$ cat src/rtl/sig_gen_pkg.sv
// sig_gen_pkg: shared select encodings and triangle direction type for sig_gen
package sig_gen_pkg;

   localparam logic [1:0] SEL_SQUARE = 2'd0;
   localparam logic [1:0] SEL_SAW    = 2'd1;
   localparam logic [1:0] SEL_TRI    = 2'd2;
   localparam logic [1:0] SEL_HOLD   = 2'd3;

   typedef enum logic {
      UP   = 1'b0,
      DOWN = 1'b1
   } dir_t;

endpackage

$ cat src/rtl/sig_gen_sq_cnt.sv
// sig_gen_sq_cnt: square-wave half-period counter with rise/fall strobes
module sig_gen_sq_cnt
   import sig_gen_pkg::*;
#(
   parameter int SQ_HALF = 10
) (
   input  logic       clk,
   input  logic       rst_n,
   input  logic [1:0] i_sel,
   output logic       o_rise,
   output logic       o_fall
);

   localparam int CW = $clog2(2 * SQ_HALF);

   logic [CW-1:0] r_cnt;
   logic [CW-1:0] w_cnt_nxt;

   // count only in square mode, freeze in hold, otherwise park at 0 so re-entry starts a fresh half period
   always_comb
      w_cnt_nxt = (i_sel == SEL_HOLD)              ? r_cnt :
                  (i_sel != SEL_SQUARE)            ? '0    :
                  (r_cnt == CW'(2 * SQ_HALF - 1))  ? '0    : r_cnt + 1'b1;

   // counter register, cleared asynchronously
   always_ff @(posedge clk or posedge rst_n)
      if (rst_n) r_cnt <= '0;
      else       r_cnt <= w_cnt_nxt;

   assign o_rise = (i_sel == SEL_SQUARE) && (r_cnt == CW'(SQ_HALF - 1));
   assign o_fall = (i_sel == SEL_SQUARE) && (r_cnt == CW'(2 * SQ_HALF - 1));

endmodule

$ cat src/rtl/sig_gen.sv
// sig_gen: periodic square/sawtooth/triangle sample generator bounded to 0..AMP
module sig_gen
   import sig_gen_pkg::*;
#(
   parameter int WIDTH   = 5,
   parameter int AMP     = 20,
   parameter int SQ_HALF = 10
) (
   input  logic             clk,
   input  logic             rst_n,
   input  logic [1:0]       wave_choise,
   output logic [WIDTH-1:0] wave
);

   localparam logic [WIDTH-1:0] AMP_W = WIDTH'(AMP);

   logic [WIDTH-1:0] r_wave;
   logic [WIDTH-1:0] w_wave_nxt;
   dir_t             r_dir;
   dir_t             w_dir_nxt;
   logic             w_rise;
   logic             w_fall;

   sig_gen_sq_cnt #(.SQ_HALF(SQ_HALF)) u_sq_cnt (
      .clk    (clk),
      .rst_n  (rst_n),
      .i_sel  (wave_choise),
      .o_rise (w_rise),
      .o_fall (w_fall)
   );

   // next sample and direction; non-triangle modes re-derive dir from the level so triangle entry stays in range
   always_comb begin
      w_wave_nxt = r_wave;
      w_dir_nxt  = r_dir;
      case (wave_choise)
         SEL_SQUARE: begin
            w_wave_nxt = w_rise ? AMP_W : w_fall ? '0 : r_wave;
            w_dir_nxt  = (r_wave == AMP_W) ? DOWN : UP;
         end
         SEL_SAW: begin
            w_wave_nxt = (r_wave >= AMP_W) ? '0 : r_wave + 1'b1;
            w_dir_nxt  = (r_wave == AMP_W) ? DOWN : UP;
         end
         SEL_TRI: begin
            if (r_dir == UP) begin
               w_wave_nxt = (r_wave >= AMP_W) ? AMP_W - 1'b1 : r_wave + 1'b1;
               w_dir_nxt  = (r_wave >= AMP_W - 1'b1) ? DOWN : UP;
            end else begin
               w_wave_nxt = (r_wave == '0) ? WIDTH'(1) : r_wave - 1'b1;
               w_dir_nxt  = (r_wave <= WIDTH'(1)) ? UP : DOWN;
            end
         end
         default: begin
            w_wave_nxt = r_wave;
            w_dir_nxt  = r_dir;
         end
      endcase
   end

   // sample and direction registers, cleared asynchronously
   always_ff @(posedge clk or posedge rst_n)
      if (rst_n) begin
         r_wave <= '0;
         r_dir  <= UP;
      end else begin
         r_wave <= w_wave_nxt;
         r_dir  <= w_dir_nxt;
      end

   assign wave = r_wave;

endmodule

$ cat config.mk
export PLATFORM = sky130hd
export DESIGN_NAME = sig_gen
export DESIGN_NICKNAME = d
export VERILOG_FILES = /design/src/rtl/sig_gen_pkg.sv /design/src/rtl/sig_gen_sq_cnt.sv /design/src/rtl/sig_gen.sv
export SDC_FILE = /design/constraint.sdc
export NUM_CORES = 1
export LEC_CHECK = 0
export CORE_MARGIN = 2
export CORE_UTILIZATION = 56
export CTS_CLUSTER_DIAMETER = 100
export DETAILED_ROUTE_END_ITERATION = 8
export PLACE_DENSITY = 0.78
export SETUP_SLACK_MARGIN = 0.02
export SYNTH_ARGS = -nofsm -noshare
export SYNTH_HDL_FRONTEND = slang
export SYNTH_SLANG_ARGS = --single-unit
$ cat constraint.sdc
create_clock -name clk -period 2.1 [get_ports clk]
set_input_delay 0.42 -clock clk [delete_from_list [all_inputs] [get_ports clk]]
set_output_delay 0.42 -clock clk [all_outputs]
set_load 0.01 [all_outputs]
## Word level (Yosys, flattened, before mapping)

Cells that the tools add are included.

- $add $sub $neg: 3
- Multipliers: 0
- Divide/modulo/power cells: 0
- Order comparisons: 3
- Equality and inequality tests: 7
- Shift-type cells: 0
- Mux-type cells: 14
- Bitwise logic cells: 0
- Reduce and logical (&&, ||, !) cells: 9

Operators with widths:

| cell | count |
|---|---|
| two-way mux 5 bit | 8 |
| one-hot mux 5 bit (3 select lines) | 1 |
| adder 5 x 1 -> 5 bit, second input constant | 2 |
| equality test 5 bit, second input constant | 2 |
| greater-or-equal comparator 5 bit, second input constant | 2 |
| equality test 5 x 4 -> 1 bit, second input constant | 1 |
| <= comparator 5 x 1 -> 1 bit, second input constant | 1 |
| zero test 5 bit | 1 |
| subtractor 5 x 1 -> 5 bit, second input constant | 1 |
| equality test 2 bit, second input constant | 2 |
| two-way mux 1 bit | 4 |
| nonzero test 2 bit | 2 |
| != test 3 bit, second input constant | 1 |
| nonzero test 3 bit | 1 |
| equality test 2 x 1 -> 1 bit, second input constant | 1 |
| logical AND 1 bit | 2 |
| zero test 2 bit | 1 |
| one-hot mux 1 bit (2 select lines) | 1 |
| AND reduction 2 bit | 1 |
| OR reduction 2 bit | 1 |

- Flip-flop bits (word level): 11
- Bits in latches: 0
- RAM bits: 0
- Memory bits (read-only): 0
- Bits of input ports: 4
- Memories kept: 0

## Depth between registers and ports, before layout

Gate-level depths: netlist of the first run.

- Word-level depth: 5
- Depth in mapped cells: 7
- Depth with buffers taken out: 6

## By module

A second synthesis of the first run with hierarchy kept.

- Cell total of the unflattened synthesis: 117
- Area, all modules: 1,033.5 µm²

Modules (own cells, without submodules):

| module | times used | cells each | area each (µm²) | seq. area each (µm²) |
|---|---|---|---|---|
| sig_gen | 1 | 84 | 696.9 | 150.1 |
| sig_gen_sq_cnt | 1 | 33 | 336.6 | 125.1 |

## Least setup slack after synthesis of the first run

OpenSTA, ideal clock, no wires.

- Kind: register to register
- Start: register u_sq_cnt.r_cnt[0]
- End: register r_wave[4] (netlist: wave[4])
- Library setup time: 0.121 ns
- Arrival time: 1.522 ns
- Setup slack: 0.457 ns
- Stages on the path, launching flop included: 7
- Period minus slack after synthesis: 1.643 ns
- Cell sequence: dfrtp_1 ha_1 and4bb_1 o31a_1 buf_6 a21boi_1 o22a_1

- Cells in the longest elaborated chain, start to end: 4
- Elaborated cells between the ends (all ways): 8
- Classes of those cells: eq/ne: 3; mux: 2; reduce/logical: 3

Ends and longest elaborated chain:

| element | RTL line | text |
|---|---|---|
| start: declaration | sig_gen_sq_cnt.sv:16 | `logic [CW-1:0] r_cnt;` |
| start signal: assignment | sig_gen_sq_cnt.sv:28 | `else r_cnt <= w_cnt_nxt;` |
| equality test 5 x 4 -> 1 bit or equality test 5 bit (tied branches) | sig_gen_sq_cnt.sv:30, sig_gen_sq_cnt.sv:31 |  |
| logical AND 1 bit, on equally long branches | sig_gen_sq_cnt.sv:30, sig_gen_sq_cnt.sv:31 |  |
| two-way mux 5 bit or != test 3 bit (tied branches) | n/a |  |
| one-hot mux 5 bit (3 select lines) or AND reduction 2 bit (tied branches) | n/a |  |
| end signal: assignment | sig_gen.sv:67 | `r_wave <= w_wave_nxt;` |
| end: declaration | sig_gen.sv:17 | `logic [WIDTH-1:0] r_wave;` |

Several ways; a longest one is shown, not always the timed one.
A chain may end at the register's enable or synchronous reset.

## Final worst setup path of the first run

- Start: register r_wave[2] (netlist: wave[2])
- End: output wave[2]

RTL lines:

| element | RTL line | text |
|---|---|---|
| end: declaration | sig_gen.sv:12 | `output logic [WIDTH-1:0] wave` |

No word-level cell between the ends.

==> metrics.md, run 1 <==
| Metric | Value |
|---|---|
| Antenna violations before repair | 0 |
| Postcts setup bufs | 0 |
| Final GP Congestion | 0.904 |
| Library cell contributing the largest single delay on the critical path | sky130_fd_sc_hd__dfrtp_1 |
| Setup crit start kind | flip-flop |
| Die area | 2120 sq um |
| Fraction of final layout cells with drive strength greater than 1 | 0.0873 |
| Area post-placement | 1100 sq um |
| Actual transition at the worst max-transition pin | 0.462 ns |
| Crit path cell chain | clkdlybuf4s50_1 |
| Critical path buffers and inverters | 1 |
| Number of routed nets with antenna violations | 0 |
| Clock Sinks | 11 |
| Top FF cell, synth | sky130_fd_sc_hd__dfrtp_1 |
| Setup-failing EPs final | 0 |
| Worst-Skew Late Latency | 0.27 ns |
| DR vias/cell | 6.32 |
| Cts bufs inserted | 3 |
| Largest area contributor in the synthesized netlist | sky130_fd_sc_hd__dfrtp_1 |
| Peak VDD IR | 0.344 mV |
| Number of violations reported at the end of detailed-routing iteration 0 | 31 |
| Worst Clk Skew | 0.00276 ns |
| Width of the chip | 46.1 microns |
| Largest net degree at the start of global routing | 16 |
| Number of max-cap violations | 0 |
| Setup TNS | 0 ns |
| Critical Path Fanout Max | 15 |
| Worst setup path startpoint | wave[2] |
| Proportion of synthesized flip-flops having asynchronous set or reset | 1.00 |
| Number of rows in the core area | 15 |
| Depth of the CTS H-tree | 1 |
| Sequential share of the synthesized area | 0.277 |
| CTS tree | done |
| Synth Cell Area | 992 sq um |
| Share of Yosys cell area claimed by the top area cell type | 0.277 |
| Number of vias in the routed layout | 904 |
| Total power divided by cell area | 489 nW/um^2 |
| Per-cell routed wire length | 15.0 microns |
| Post-synthesis average cell area | 8.63 sq um |
| Worst Setup Slack, final | 0.176 ns |
| Count of unresolved DRC violations after routing | 0 |
| Final Hold Slack | 0.455 ns |
| Routed wire length | 2150 microns |
| Total global-route track usage | 0.232 |
| Total nets after synthesis | 129 |
| Number of enable-type register cells in the synthesized netlist | 0 |
| Final hold violations | 0 |
| Post-placement setup slack | -0.0149 ns |
| Via count of the first global-routing pass | 820 |
| Warnings from Yosys | 0 |
| Kind of critical path | reg -> out |
| Number of optimization iterations in the first detailed-route pass | 4 |
| IO Pins | 9 |
| Final Util | 0.664 |
| Initial Utilization | 0.587 |
| Arrival time at the worst endpoint | 1.50 ns |
| Highest Clock Rate | 0.520 GHz |
| Delay of the slowest cell on the worst path | 0.62 ns |
| Antenna diode count | 0 |
| Destination of the critical timing path | wave[2] |
| Worst path required time | 1.68 ns |
| End of the worst register-to-register path | wave[2] |
| Part of the cycle the worst path needs | 0.916 |
| Clock Root Buffer | sky130_fd_sc_hd__clkbuf_4 |
| Layout overhead on the synthesized area | 13.1% |
| Critical path endpoint category | primary output |
| Half-perimeter wire length of the detailed placement result | 1670 microns |
| First-pass GRT wire length | 3550 microns |
| Core Box Area | 1690 sq um |
| Post-Layout Inst Area | 1120 sq um |
| Port Buffer Count | 8 |
| Maximum count of clock buffers along a single path | 2 |
| Worst reg2reg path depth | 6 |
| Height of the chip | 46.1 microns |
| Total global routing overflow | 0 |
| Cell family contributing the most delay on the critical path | flip-flops |
| Register bit total from synthesis | 11 |
| Outcome | finished, final reports clean |
| Filler instances | 145 |
| Worst slew slack as a fraction of its limit | 0.691 |
| Main area contributors after synthesis | sky130_fd_sc_hd__dfrtp_1 (28%), sky130_fd_sc_hd__ha_1 (13%), sky130_fd_sc_hd__o21ai_0 (4.5%) |
| Unique cell type count in the Yosys netlist | 46 |
| Final worst path period need | 1.92 ns |
| Stages on worst setup path | 1 |
| Top library cells by usage in the layout, fill and taps aside | sky130_fd_sc_hd__inv_1 (11), sky130_fd_sc_hd__nand2_1 (11), sky130_fd_sc_hd__dfrtp_1 (11) |
| Clock-pin slew on the worst setup and hold paths | 0.07 ns |
| Number of gates resized after CTS | 0 |
| Layout net count | 141 |
| Number of cells produced by synthesis | 115 |
| RSZ-0062 raised after global routing | no |
| Setup slack of the most critical reg-to-reg path | 0.19 ns |
| HP Class | in -> async |
| FF-to-FF Start | wave[0] |
| Static Leakage | 0.000512 uW |
| Hold buffers post-CTS | 0 |
| Max-slew violations | 0 |
## registers in the layout, summed over array words and instances (netlist names)
signal          flops
u_sq_cnt.r_cnt      5
wave                5
r_dir               1
## per-stage QoR
stage	cells	power, uW
floorplan	115	351
global placement	139	398
detailed placement	139	405
CTS	143	551
global route	143	581
finish	143	549
## where the power goes
part | switching (uW) | internal, uW
Sequential | 30.0 | 222
Clock | 73.7 | 73.5
Combinational | 76.6 | 73.0
## worst min-delay path by stage
stage / slack [ns] / depth (start not counted) / end
6_report: 0.45 / 2 / u_sq_cnt.r_cnt[2]
5_1_grt: 0.50 / 2 / u_sq_cnt.r_cnt[4]
4_1_cts: 0.46 / 2 / u_sq_cnt.r_cnt[2]
3_5_place_dp: 0.54 / 2 / u_sq_cnt.r_cnt[1]
3_3_place_gp: 0.51 / 2 / u_sq_cnt.r_cnt[1]
2_1_floorplan: 0.27 / 1 / r_dir
## final cells by class
| class | instances | area (sq um) | area share |
|---|---|---|---|
| sequential | 11 | 275 | 0.245 |
| clock buffer | 4 | 26.3 | 0.0234 |
| multi-input combinational | 87 | 641 | 0.571 |
| inverter | 11 | 41.3 | 0.0368 |
| timing repair buffer | 13 | 118 | 0.105 |
| tap | 17 | 21.3 | 0.0190 |
## synthesized netlist by cell type (3+ instances only)
cell type                  number
sky130_fd_sc_hd__a31oi_1        4
sky130_fd_sc_hd__inv_1         11
sky130_fd_sc_hd__nand2_1       11
sky130_fd_sc_hd__nand2b_1       3
sky130_fd_sc_hd__ha_1          10
sky130_fd_sc_hd__o31ai_1        4
sky130_fd_sc_hd__o21ai_0        9
sky130_fd_sc_hd__dfrtp_1       11
sky130_fd_sc_hd__a21o_1         3
sky130_fd_sc_hd__buf_2          4
## layer usage
layer | track usage | wire length [microns] | vias to the layer above
met5 | 0 | 0 | -
met2 | 0.400 | 1170 | 14
met3 | 0.0314 | 47 | 4
met1 | 0.282 | 910 | 431
met4 | 0.109 | 25 | 0
li1 | - | - | 455
## logic make-up after synthesis
group,synth area share
compound gates,0.271
xor+xnor,0.0177
fa+ha+maj,0.126
buf+inv,0.0769
flops,0.277
mux,0.0101
simple gates,0.221
Power figures use the tool's default switching activity.
==> run 2: changes to the inputs <==
--- a/config.mk
+++ b/config.mk
@@ -8,6 +8,7 @@
 export CORE_MARGIN = 2
 export CORE_UTILIZATION = 56
 export CTS_CLUSTER_DIAMETER = 100
+export CTS_CLUSTER_SIZE = 8
 export DETAILED_ROUTE_END_ITERATION = 8
 export PLACE_DENSITY = 0.78
 export SETUP_SLACK_MARGIN = 0.02
==> results of run 2 <==
Same layout as run 1: the final DEF is identical, and so are final timing and power.
